**src/rtl/jt12_timer_ctl.sv**
```systemverilog
// jt12 timer register front end: decodes CPU port writes,
// drives the timer pair controls and returns the status byte.
module jt12_timer_ctl #(
  parameter int BUSY_CYCLES = 32,
  parameter int BUSY_W      = 6
) (
  input  logic       clk,
  input  logic       rst,
  input  logic       cen,
  input  logic       cs_n,
  input  logic       wr_n,
  input  logic [1:0] addr,
  input  logic [7:0] din,
  input  logic       flag_A,
  input  logic       flag_B,
  output logic [7:0] dout,
  output logic [9:0] value_A,
  output logic [7:0] value_B,
  output logic       load_A,
  output logic       load_B,
  output logic       clr_flag_A,
  output logic       clr_flag_B,
  output logic       enable_irq_A,
  output logic       enable_irq_B,
  output logic       fast_timers,
  output logic [1:0] ch3_mode,
  output logic       busy
);

  logic              strb;
  logic              strb_q;
  logic              wr_ev;
  logic              data_ev;
  logic              reg_ev;
  logic [7:0]        sel_reg;
  logic              sel_part;
  logic              run_A;
  logic              run_B;
  logic              start_A;
  logic              start_B;
  logic [BUSY_W-1:0] cnt;

  assign strb    = ~cs_n & ~wr_n;
  assign wr_ev   = strb & ~strb_q;
  assign data_ev = wr_ev & addr[0];
  assign reg_ev  = data_ev & ~sel_part & ~addr[1];

  // Strobe history follows the pins even in reset, so a
  // strobe held across reset release never fires an event.
  always_ff @(posedge clk) begin
    strb_q <= strb;
  end

  // Address port: register select and part latch.
  always_ff @(posedge clk) begin
    if (rst) begin
      sel_reg  <= 8'h00;
      sel_part <= 1'b0;
    end else if (wr_ev && !addr[0]) begin
      sel_reg  <= din;
      sel_part <= addr[1];
    end
  end

  // Part I timer/mode registers plus one-cycle pulses.
  always_ff @(posedge clk) begin
    if (rst) begin
      value_A      <= 10'd0;
      value_B      <= 8'd0;
      run_A        <= 1'b0;
      run_B        <= 1'b0;
      start_A      <= 1'b0;
      start_B      <= 1'b0;
      clr_flag_A   <= 1'b0;
      clr_flag_B   <= 1'b0;
      enable_irq_A <= 1'b0;
      enable_irq_B <= 1'b0;
      fast_timers  <= 1'b0;
      ch3_mode     <= 2'd0;
    end else begin
      start_A    <= 1'b0;
      start_B    <= 1'b0;
      clr_flag_A <= 1'b0;
      clr_flag_B <= 1'b0;
      if (reg_ev) begin
        unique case (1'b1)
          sel_reg == 8'h21: fast_timers <= din[2];
          sel_reg == 8'h24: value_A[9:2] <= din;
          sel_reg == 8'h25: value_A[1:0] <= din[1:0];
          sel_reg == 8'h26: value_B <= din;
          sel_reg == 8'h27: begin
            run_A        <= din[0];
            run_B        <= din[1];
            start_A      <= din[0] & ~run_A;
            start_B      <= din[1] & ~run_B;
            enable_irq_A <= din[2];
            enable_irq_B <= din[3];
            clr_flag_A   <= din[4];
            clr_flag_B   <= din[5];
            ch3_mode     <= din[7:6];
          end
          default: ;
        endcase
      end
    end
  end

  // Busy counter: reloaded by any data write, counts down on cen.
  always_ff @(posedge clk) begin
    if (rst) begin
      cnt <= '0;
    end else if (data_ev) begin
      cnt <= BUSY_W'(BUSY_CYCLES);
    end else if (cen && cnt != '0) begin
      cnt <= cnt - 1'b1;
    end
  end

  assign busy   = cnt != '0;
  assign load_A = ~run_A | start_A;
  assign load_B = ~run_B | start_B;
  assign dout   = {busy, 5'b0, flag_B, flag_A};

endmodule
```
**config.mk**
```make
export PLATFORM = sky130hd
export DESIGN_NAME = jt12_timer_ctl
export DESIGN_NICKNAME = d
export VERILOG_FILES = /design/src/rtl/jt12_timer_ctl.sv
export SDC_FILE = /design/constraint.sdc
export NUM_CORES = 1
export LEC_CHECK = 0
export CAP_MARGIN = 20
export CORE_ASPECT_RATIO = 1.4
export CORE_UTILIZATION = 35
export CTS_BUF_LIST = sky130_fd_sc_hd__clkbuf_8
export DETAILED_ROUTE_END_ITERATION = 8
export SETUP_SLACK_MARGIN = 0.05
export SYNTH_ARGS = -nofsm -noshare
export SYNTH_HDL_FRONTEND = slang
export SYNTH_SLANG_ARGS = --single-unit
```
**constraint.sdc**
```tcl
create_clock -name clk -period 1.69 [get_ports clk]
set_input_delay 0.4225 -clock clk [delete_from_list [all_inputs] [get_ports clk]]
set_output_delay 0.4225 -clock clk [all_outputs]
set_load 0.02 [all_outputs]
```
==> qor.yml, run 1 <==
outcome:
  outcome: "finished, final reports clean"
final_layout:
  largest_reg_flops: 10
  final_area_sq_um: 2720
  antenna_cells: 0
  nets: 275
  final_layout_size_suffix_gt1_frac: 0.218
  areaGrowthSynthToFinish_pct: 39.8
  final_cells: 323
sta:
  finalMaxSlewViolations: 0
  fin_setup_tns_ns: 0
  rsz0062_at_grt: "true"
  slew_headroom: 0.661
  period_minus_slack_ns: 1.60
  finalSetupViolCount: 0
  min_period_over_period: 0.946
  finalHoldViolations: 0
  worst_pin_slew_ns: 0.507
  clock.fmax_ghz: 0.626
  clock_skew_ns: 0.00970
clock_network:
  cts_buffers: 5
  cts.sinks: 45
  root_buffer: "clkbuf_8"
  cts_tree: "built"
  clkSlewWorstSetupHoldPaths_ns: 0.08
  hold_buffers: 0
  insertion_delay_ns: 0.29
  cts.path.max_buffers: 2
  cts_htree_levels: 2
power:
  ir_worst_vdd_v: 0.000476
  leakage_nw: 1.31
  finalPower_mw: 2.94
  pwr_density_cell_nw_per_um2: 1080
synth:
  synthArstFlopShare: 0
  yosysWarnings: 0
  yosysTopAreaCellShare: 0.463
  synthTopCellsByArea: "dfxtp_1 46%, mux2i_1 17%, nand2_1 7.1%"
  synth_edf_count: 0
  synth_largest_area_cell: "dfxtp_1"
  synth.avg_cell_area_sq_um: 10.0
  ys.flop_type: "dfxtp_1"
  synth_seq_cells: 45
  yosys.cell_count.top_type: "dfxtp_1"
  ys_types: 41
  synth_common_cells: "45 x dfxtp_1, 37 x nand2_1, 34 x mux2i_1, 10 x nor2_1, 9 x buf_4"
  synthCells: 194
  seq_area_frac_synth: 0.463
  netlist_area_sq_um: 1950
die:
  die_height_um: 90.2
  start_util: 0.369
  die_w_um: 65.0
  pin_count: 53
  placeableCoreArea_sq_um: 5280
  rows: 31
  die-area_sq_um: 5870
global_route:
  grt-ovfl-total: 0
  groute.usage.overall: 0.148
  antenna_found_initial: 0
  grt_max_degree: 37
  grt_pass1_wl_um: 6710
  grt_pass1_vias: 1428
hold_path:
  min_from: "run_A"
  min_path_cells: 1
  hp-class: "reg2reg"
  hold_end: "start_A"
setup_path:
  crit_path_end_kind: "output pin"
  critPathKind: "reg2out"
  r2r_setup_slack_ns: 0.13
  worst_r2r_path_depth: 5
  rr_endpoint: "cnt[3]"
  path_max_fanout: 2
  worstPathCellList: "inv_2, ha_4, nor2b_4, nand2_2, buf_6"
  regToRegStartpoint: "cnt[0]"
  worstPathRequired_ns: 1.27
  worst_path_max_delay_cell: "dfxtp_2"
  cp-start-kind: "flip-flop"
  cp_data_arrival_time_ns: 1.18
  max_stage_delay_ns: 0.33
placed_design:
  post-dp-hpwl_um: 2890
  dp_cells: 312
  io_buffer_count: 43
  post_dp_cell_area_sq_um: 2550
  gp_congestion: 0.713
drt:
  drt_pass1_iterations: 4
  wl_um: 4030
  drc: 0
  ant_nets: 0
  wire_per_inst_um: 12.5
  drt_iter0_drc: 56
  vias_per_cell: 4.78
  vias: 1544
run:
  max_cap_violations: 0
## critical path, delay by kind of cell, from the launching register on
family,cells,cell delay [ns]
buffers and inverters,2,0.22
AND/OR/NAND/NOR,2,0.21
adder cells (fa/ha/maj),1,0.13
flip-flops,1,0.33
## through the flow
step                hold slack (ns)   util  setup WS [ns]
finish                        0.457  0.516         0.0915
global route                  0.478  0.516         0.0300
CTS                           0.461  0.510         0.0248
detailed placement            0.448  0.483         -0.360
global placement              0.438  0.483         -0.353
floorplan                     0.422      -         0.0923
## placed cells by master, fill, tap and decap left out, types with 3 or more instances in the layout
master           instances
a21oi_1                  3
and3_1                   3
buf_4                   23
buf_6                    3
clkbuf_8                 5
clkdlybuf4s50_1         10
conb_1                   5
dfxtp_1                 43
dlygate4sd2_1           28
dlymetal6s2s_1           3
mux2i_1                 34
nand2_1                 35
nand4_1                  3
nor2_1                  10
nor3_1                   5
## routing by layer
metal	track usage	routed length (um)	up-vias
met2	0.248	2060	33
met4	0.0562	61	0
met1	0.175	1730	720
met3	0.0406	175	4
met5	0	0	-
li1	-	-	787
## cells by family (layout without fill, tap and decap cells)
| family | count (synthesis) | in the layout | synth area share |
|---|---|---|---|
| simple gates | 80 | 80 | 0.238 |
| flops | 45 | 45 | 0.463 |
| mux | 36 | 36 | 0.186 |
| buf+inv | 20 | 79 | 0.0623 |
| compound gates | 10 | 10 | 0.0360 |
| fa+ha+maj | 2 | 2 | 0.0129 |
| other cells | 1 | 5 | 0.00193 |
## layout make-up
type / instances / area [sq um]
multi-input combinational: 133 / 1000
tap: 66 / 82.6
clock inverter: 3 / 42.5
fill: 538 / 2550
sequential: 45 / 903
clock buffer: 5 / 68.8
timing repair buffer: 68 / 609
inverter: 3 / 11.3
## what timing repair did
item                       CTS  global route
gates resized for setup     52            10
setup endpoints to repair   50            24
pin swaps                    5             2
buffers inserted             3             0
hold endpoints to repair     0             0
cloned                       0             0
## worst max-delay path by stage
stage | start | end | slack (ns) | depth (start not counted)
3_5_place_dp | wr_n | value_B[2] | -0.36 | 5
3_3_place_gp | cen | cnt[5] | -0.35 | 4
6_report | cnt[1] | dout[7] | 0.09 | 5
2_1_floorplan | cnt[0] | dout[7] | 0.09 | 5
5_1_grt | cnt[1] | dout[7] | 0.03 | 5
4_1_cts | cnt[0] | dout[7] | 0.02 | 5
## where the power goes
group	leakage (nW)	total, mW	internal (mW)	switching (mW)
Sequential	0.365	1.18	1.13	0.0521
Combinational	0.886	0.962	0.533	0.429
Clock	0.0595	0.793	0.438	0.355
Note: power is estimated with default switching activity, not from simulation.
==> inputs of run 2 (changes only) <==
CORE_ASPECT_RATIO = 0.9   (was 1.4)
==> run 2 against run 1 <==
Against the previous run:
- via count rose by 0.39%
- critical endpoint is now busy
- global-route usage rose by 0.55 points
- setup slack got worse by 0.011 ns
- highest routed layer unchanged
==> qor.yml, run 2 (synthesis gave the netlist of run 1 again) <==
power:
  ir_worst_vdd_v: 0.000647
  p_clk_frac: 0.281
  combPwrFrac: 0.333
  p_switching_mw: 0.883
  pwr_density_cell_nw_per_um2: 1100
  internal_power_mw: 2.17
  pwr-share-seq: 0.386
  switching_share: 0.289
  leakage_nw: 1.34
  finalPower_mw: 3.06
sta:
  clock_skew_ns: 0.00557
  period_minus_slack_ns: 1.61
  rsz0062_at_grt: "true"
  finalMaxSlewViolations: 0
  fin_setup_tns_ns: 0
  holdWs_ns: 0.453
  clock.fmax_ghz: 0.621
  min_period_over_period: 0.952
  finalHoldViolations: 0
  finalSetupViolCount: 0
drt:
  vias_per_cell: 4.71
  drc: 0
  wire_per_inst_um: 12.9
  wl_um: 4250
  ant_nets: 0
  vias: 1550
  drt_iter0_drc: 41
  drt_pass1_iterations: 4
die:
  pin_count: 53
  die_w_um: 80.6
  placeableCoreArea_sq_um: 5320
  die_height_um: 72.8
  die-area_sq_um: 5870
  rows: 25
  start_util: 0.366
final_layout:
  nets: 280
  mostFrequentLayoutCell: "dfxtp_1"
  largest_reg_flops: 10
  final_cells: 329
  final_layout_size_suffix_gt1_frac: 0.240
  multiInputGateArea_sq_um: 1000
  antenna_cells: 0
  areaGrowthSynthToFinish_pct: 43.2
  final_area_sq_um: 2790
  seqCellArea_sq_um: 903
  nFillCells: 543
  mostFrequentLayoutCells: "43 x dfxtp_1, 35 x nand2_1, 33 x mux2i_1"
placed_design:
  post-dp-hpwl_um: 3010
  post_dp_cell_area_sq_um: 2610
  dp_cells: 319
  gp_congestion: 0.791
  io_buffer_count: 43
global_route:
  groute.usage.overall: 0.153
  grt_pass1_wl_um: 6780
  grt_pass1_vias: 1461
  antenna_found_initial: 0
  grt-ovfl-total: 0
  grt_max_degree: 37
hold_path:
  hp-class: "reg2reg"
setup_path:
  crit_path_end_kind: "output pin"
  cp-start-kind: "flip-flop"
  r2r_setup_slack_ns: 0.11
  critPathKind: "reg2out"
  path_max_fanout: 2
  worstPathRequired_ns: 1.27
  cp_data_arrival_time_ns: 1.19
clock_network:
  cts.sinks: 45
  cts.path.max_buffers: 2
  insertion_delay_ns: 0.30
  cts_buffers: 5
  root_buffer: "clkbuf_8"
  cts_tree: "built"
  cts_htree_levels: 2
  clkSlewWorstSetupHoldPaths_ns: 0.08
  hold_buffers: 0
run:
  max_cap_violations: 0
outcome:
  outcome: "finished, final reports clean"
==> run 2: stage by stage <==
step	setup slack [ns]	utilization
finish	0.0806	0.524
CTS	0.0307	0.512
global route	0.00896	0.524
floorplan	0.0923	-
global placement	-0.330	0.490
detailed placement	-0.350	0.490
==> run 2: layer usage <==
metal / global-route usage / vias to the layer above / wire, um
li1: - / 798 / -
met1: 0.203 / 708 / 2170
met2: 0.242 / 39 / 1820
met3: 0.0388 / 5 / 197
met4: 0.0536 / 0 / 55
met5: 0 / - / 0
==> run 2: power by group through the flow <==
stage,sequential (mW),combinational [mW],clock (mW)
3_5_place_dp,1.18,0.925,0
3_3_place_gp,1.18,0.930,0
4_1_cts,1.17,0.968,0.881
6_report,1.18,1.02,0.859
2_1_floorplan,1.19,0.494,0
5_1_grt,1.19,1.11,0.924
==> run 2: worst paths after layout <==
kind         startpoint      end  depth (start not counted)
max              cnt[0]     busy                          5
min               run_A  start_A                          1
max reg2reg      cnt[0]   cnt[5]                          4
min reg2reg       run_A  start_A                          1
==> run 2: layout make-up <==
class                      instances  share of cell area
tap                               67              0.0301
clock inverter                     2              0.0135
clock buffer                       6              0.0296
multi-input combinational        133               0.360
inverter                           3             0.00404
sequential                        45               0.324
timing repair buffer              73               0.239
==> run 2: critical path: stages (launching register included) <==
cell and delay [ns]:
dfxtp_2 0.33, inv_2 0.07, ha_4 0.13, nor2b_4 0.14
nand2_2 0.08, buf_6 0.14
==> run 2: repair_timing <==
action	4_1_cts	5_1_grt
cloned	0	1
pin swaps	4	2
gates resized for setup	51	11
endpoints found under the setup margin	47	36
buffers inserted	0	1
==> inputs of run 3 (changes only) <==
GPL_TIMING_DRIVEN = 0   (was default)
==> run 3 against run 2 <==
Against the previous run:
- the flow now finishes with violations (setup timing)
- via count is 3.9% higher
- clock-buffer cell count unchanged
- clock skew is 0.0013 ns lower
- setup slack worse by 0.095 ns
- maximum frequency down 5.6%
- critical endpoint is now dout[7]
- highest routed layer unchanged
==> qor.yml, run 3 (synthesis gave the netlist of run 1 again) <==
die:
  rows: 25
  die_w_um: 80.6
  die-area_sq_um: 5870
  placeableCoreArea_sq_um: 5320
  start_util: 0.366
  die_height_um: 72.8
  pin_count: 53
drt:
  wire_per_inst_um: 13.2
  vias_per_cell: 4.88
  drc: 0
  drt_iter0_drc: 61
  drt_pass1_iterations: 4
  vias: 1610
  ant_nets: 0
  wl_um: 4360
clock_network:
  cts_tree: "built"
  cts_htree_levels: 2
  root_buffer: "clkbuf_8"
  insertion_delay_ns: 0.29
  cts.path.max_buffers: 2
  cts.sinks: 45
  cts_buffers: 5
  clkSlewWorstSetupHoldPaths_ns: 0.09
final_layout:
  largest_reg_flops: 10
  antenna_cells: 0
  final_cells: 330
  nets: 281
  mostFrequentLayoutCells: "42 x dfxtp_1, 36 x nand2_1, 34 x mux2i_1"
  final_layout_size_suffix_gt1_frac: 0.217
  areaGrowthSynthToFinish_pct: 41.0
  mostFrequentLayoutCell: "dfxtp_1"
global_route:
  grt_pass1_vias: 1455
  grt_max_degree: 15
  grt_pass1_wl_um: 6920
  groute.usage.overall: 0.154
  grt-ovfl-total: 0
  antenna_found_initial: 0
setup_path:
  max_stage_delay_ns: 0.33
  cp_top_family: "flip-flops"
  worstPathRequired_ns: 1.27
  critPathKind: "reg2out"
  path_common_cell: "buf_6"
  cp-start-kind: "flip-flop"
  path_max_fanout: 2
  worst_path_max_delay_cell: "dfxtp_2"
  cp_data_arrival_time_ns: 1.28
  startpoint: "cnt[0]"
  path_buf_inv: 3
  worstPathCellList: "inv_2, ha_4, nor2b_4, nand2_2, buf_6, buf_6"
  regToRegStartpoint: "cnt[0]"
  crit_path_end_kind: "output pin"
placed_design:
  gp_congestion: 0.749
  post-dp-hpwl_um: 3040
  io_buffer_count: 44
  place_ws_ns: -0.569
  dp_cells: 309
sta:
  finalMaxSlewViolations: 0
  rsz0062_at_grt: "true"
  clock.fmax_ghz: 0.587
  min_period_over_period: 1.01
  finalHoldViolations: 0
  worst_slack_ns: -0.0145
  finalSetupViolCount: 1
  period_minus_slack_ns: 1.70
  clock_skew_ns: 0.00430
  fin_setup_tns_ns: -0.0145
power:
  p_switching_mw: 0.876
  combPwrFrac: 0.330
  ir_worst_vdd_v: 0.000415
  pwr-share-seq: 0.425
  internal_power_mw: 1.97
  finalPower_mw: 2.85
  switching_share: 0.308
  leakage_nw: 1.33
  pwr_density_cell_nw_per_um2: 1040
  p_clk_frac: 0.245
outcome:
  outcome: "finished, violations left"
  violations: "setup timing"
run:
  max_cap_violations: 0
hold_path:
  hp-class: "in2reg"
  min_from: "rst"
-- run 3: changes by cell type in the layout (fill, tap and decap cells not counted), sizes merged --
| cell | delta |
|---|---|
| buf | -3 |
| clkinv | +2 |
| clkdlybuf4s15 | -1 |
| dlymetal6s2s | -2 |
| clkdlybuf4s50 | +1 |
| bufinv | -1 |
| dlygate4sd2 | +2 |
| clkinvlp | -1 |
| clkbuf | +4 |
-- run 3: area by class of cell --
class / instances / area [sq um]
clock buffer: 6 / 82.6
sequential: 45 / 905
multi-input combinational: 133 / 995
fill: 551 / 2570
buffer: 17 / 126
inverter: 3 / 11.3
timing repair buffer: 57 / 528
tap: 67 / 83.8
clock inverter: 2 / 13.8
-- run 3: timing repair --
item / in CTS / in global routing
setup endpoints to repair: 68 / 15
hold buffers: 0 / 0
pin swaps: 6 / 5
resized for setup: 56 / 4
setup buffers: 10 / 3
-- run 3: worst register-to-register path: cells and delay by family (launching register included) --
family,cells,cell delay (ns)
AND/OR/NAND/NOR,1,0.12
multiplexers,1,0.38
flip-flops,1,0.34
adder cells (fa/ha/maj),1,0.15
AO/OA/AOI/OAI,1,0.34
buffers and inverters,2,0.19
-- run 3: per-layer routing --
metal / part of all wire / vias to the layer above / GRT usage
li1: - / 798 / -
met1: 0.50 / 756 / 0.217
met2: 0.44 / 54 / 0.240
met3: 0.058 / 2 / 0.0400
met4: 0.0028 / 0 / 0.0298
met5: 0 / - / 0
-- run 3: power groups by stage --
stage          clock network [mW]  registers [mW]  logic (mW)
3_3_place_gp                    0            1.21       0.722
3_5_place_dp                    0            1.21       0.727
5_1_grt                     0.755            1.22        1.01
4_1_cts                     0.719            1.21       0.869
2_1_floorplan                   0            1.19       0.494
6_report                    0.699            1.21       0.940
-- run 3: through the flow --
stage	area, sq um	hold slack [ns]	utilization
after floorplan	1960	0.422	-
after global placement	2490	0.445	0.468
after detailed placement	2490	0.446	0.468
after CTS	2700	0.322	0.508
after global routing	2750	0.319	0.516
final	2750	0.331	0.516
-- run 3: path summary, 6_finish.rpt --
kind	end	slack [ns]	cells after the start
worst max register to register	cnt[0]	0.05	6
worst min-delay path	start_B	0.33	2
worst max-delay path	dout[7]	-0.01	6
worst min register to register	value_B[4]	0.46	2
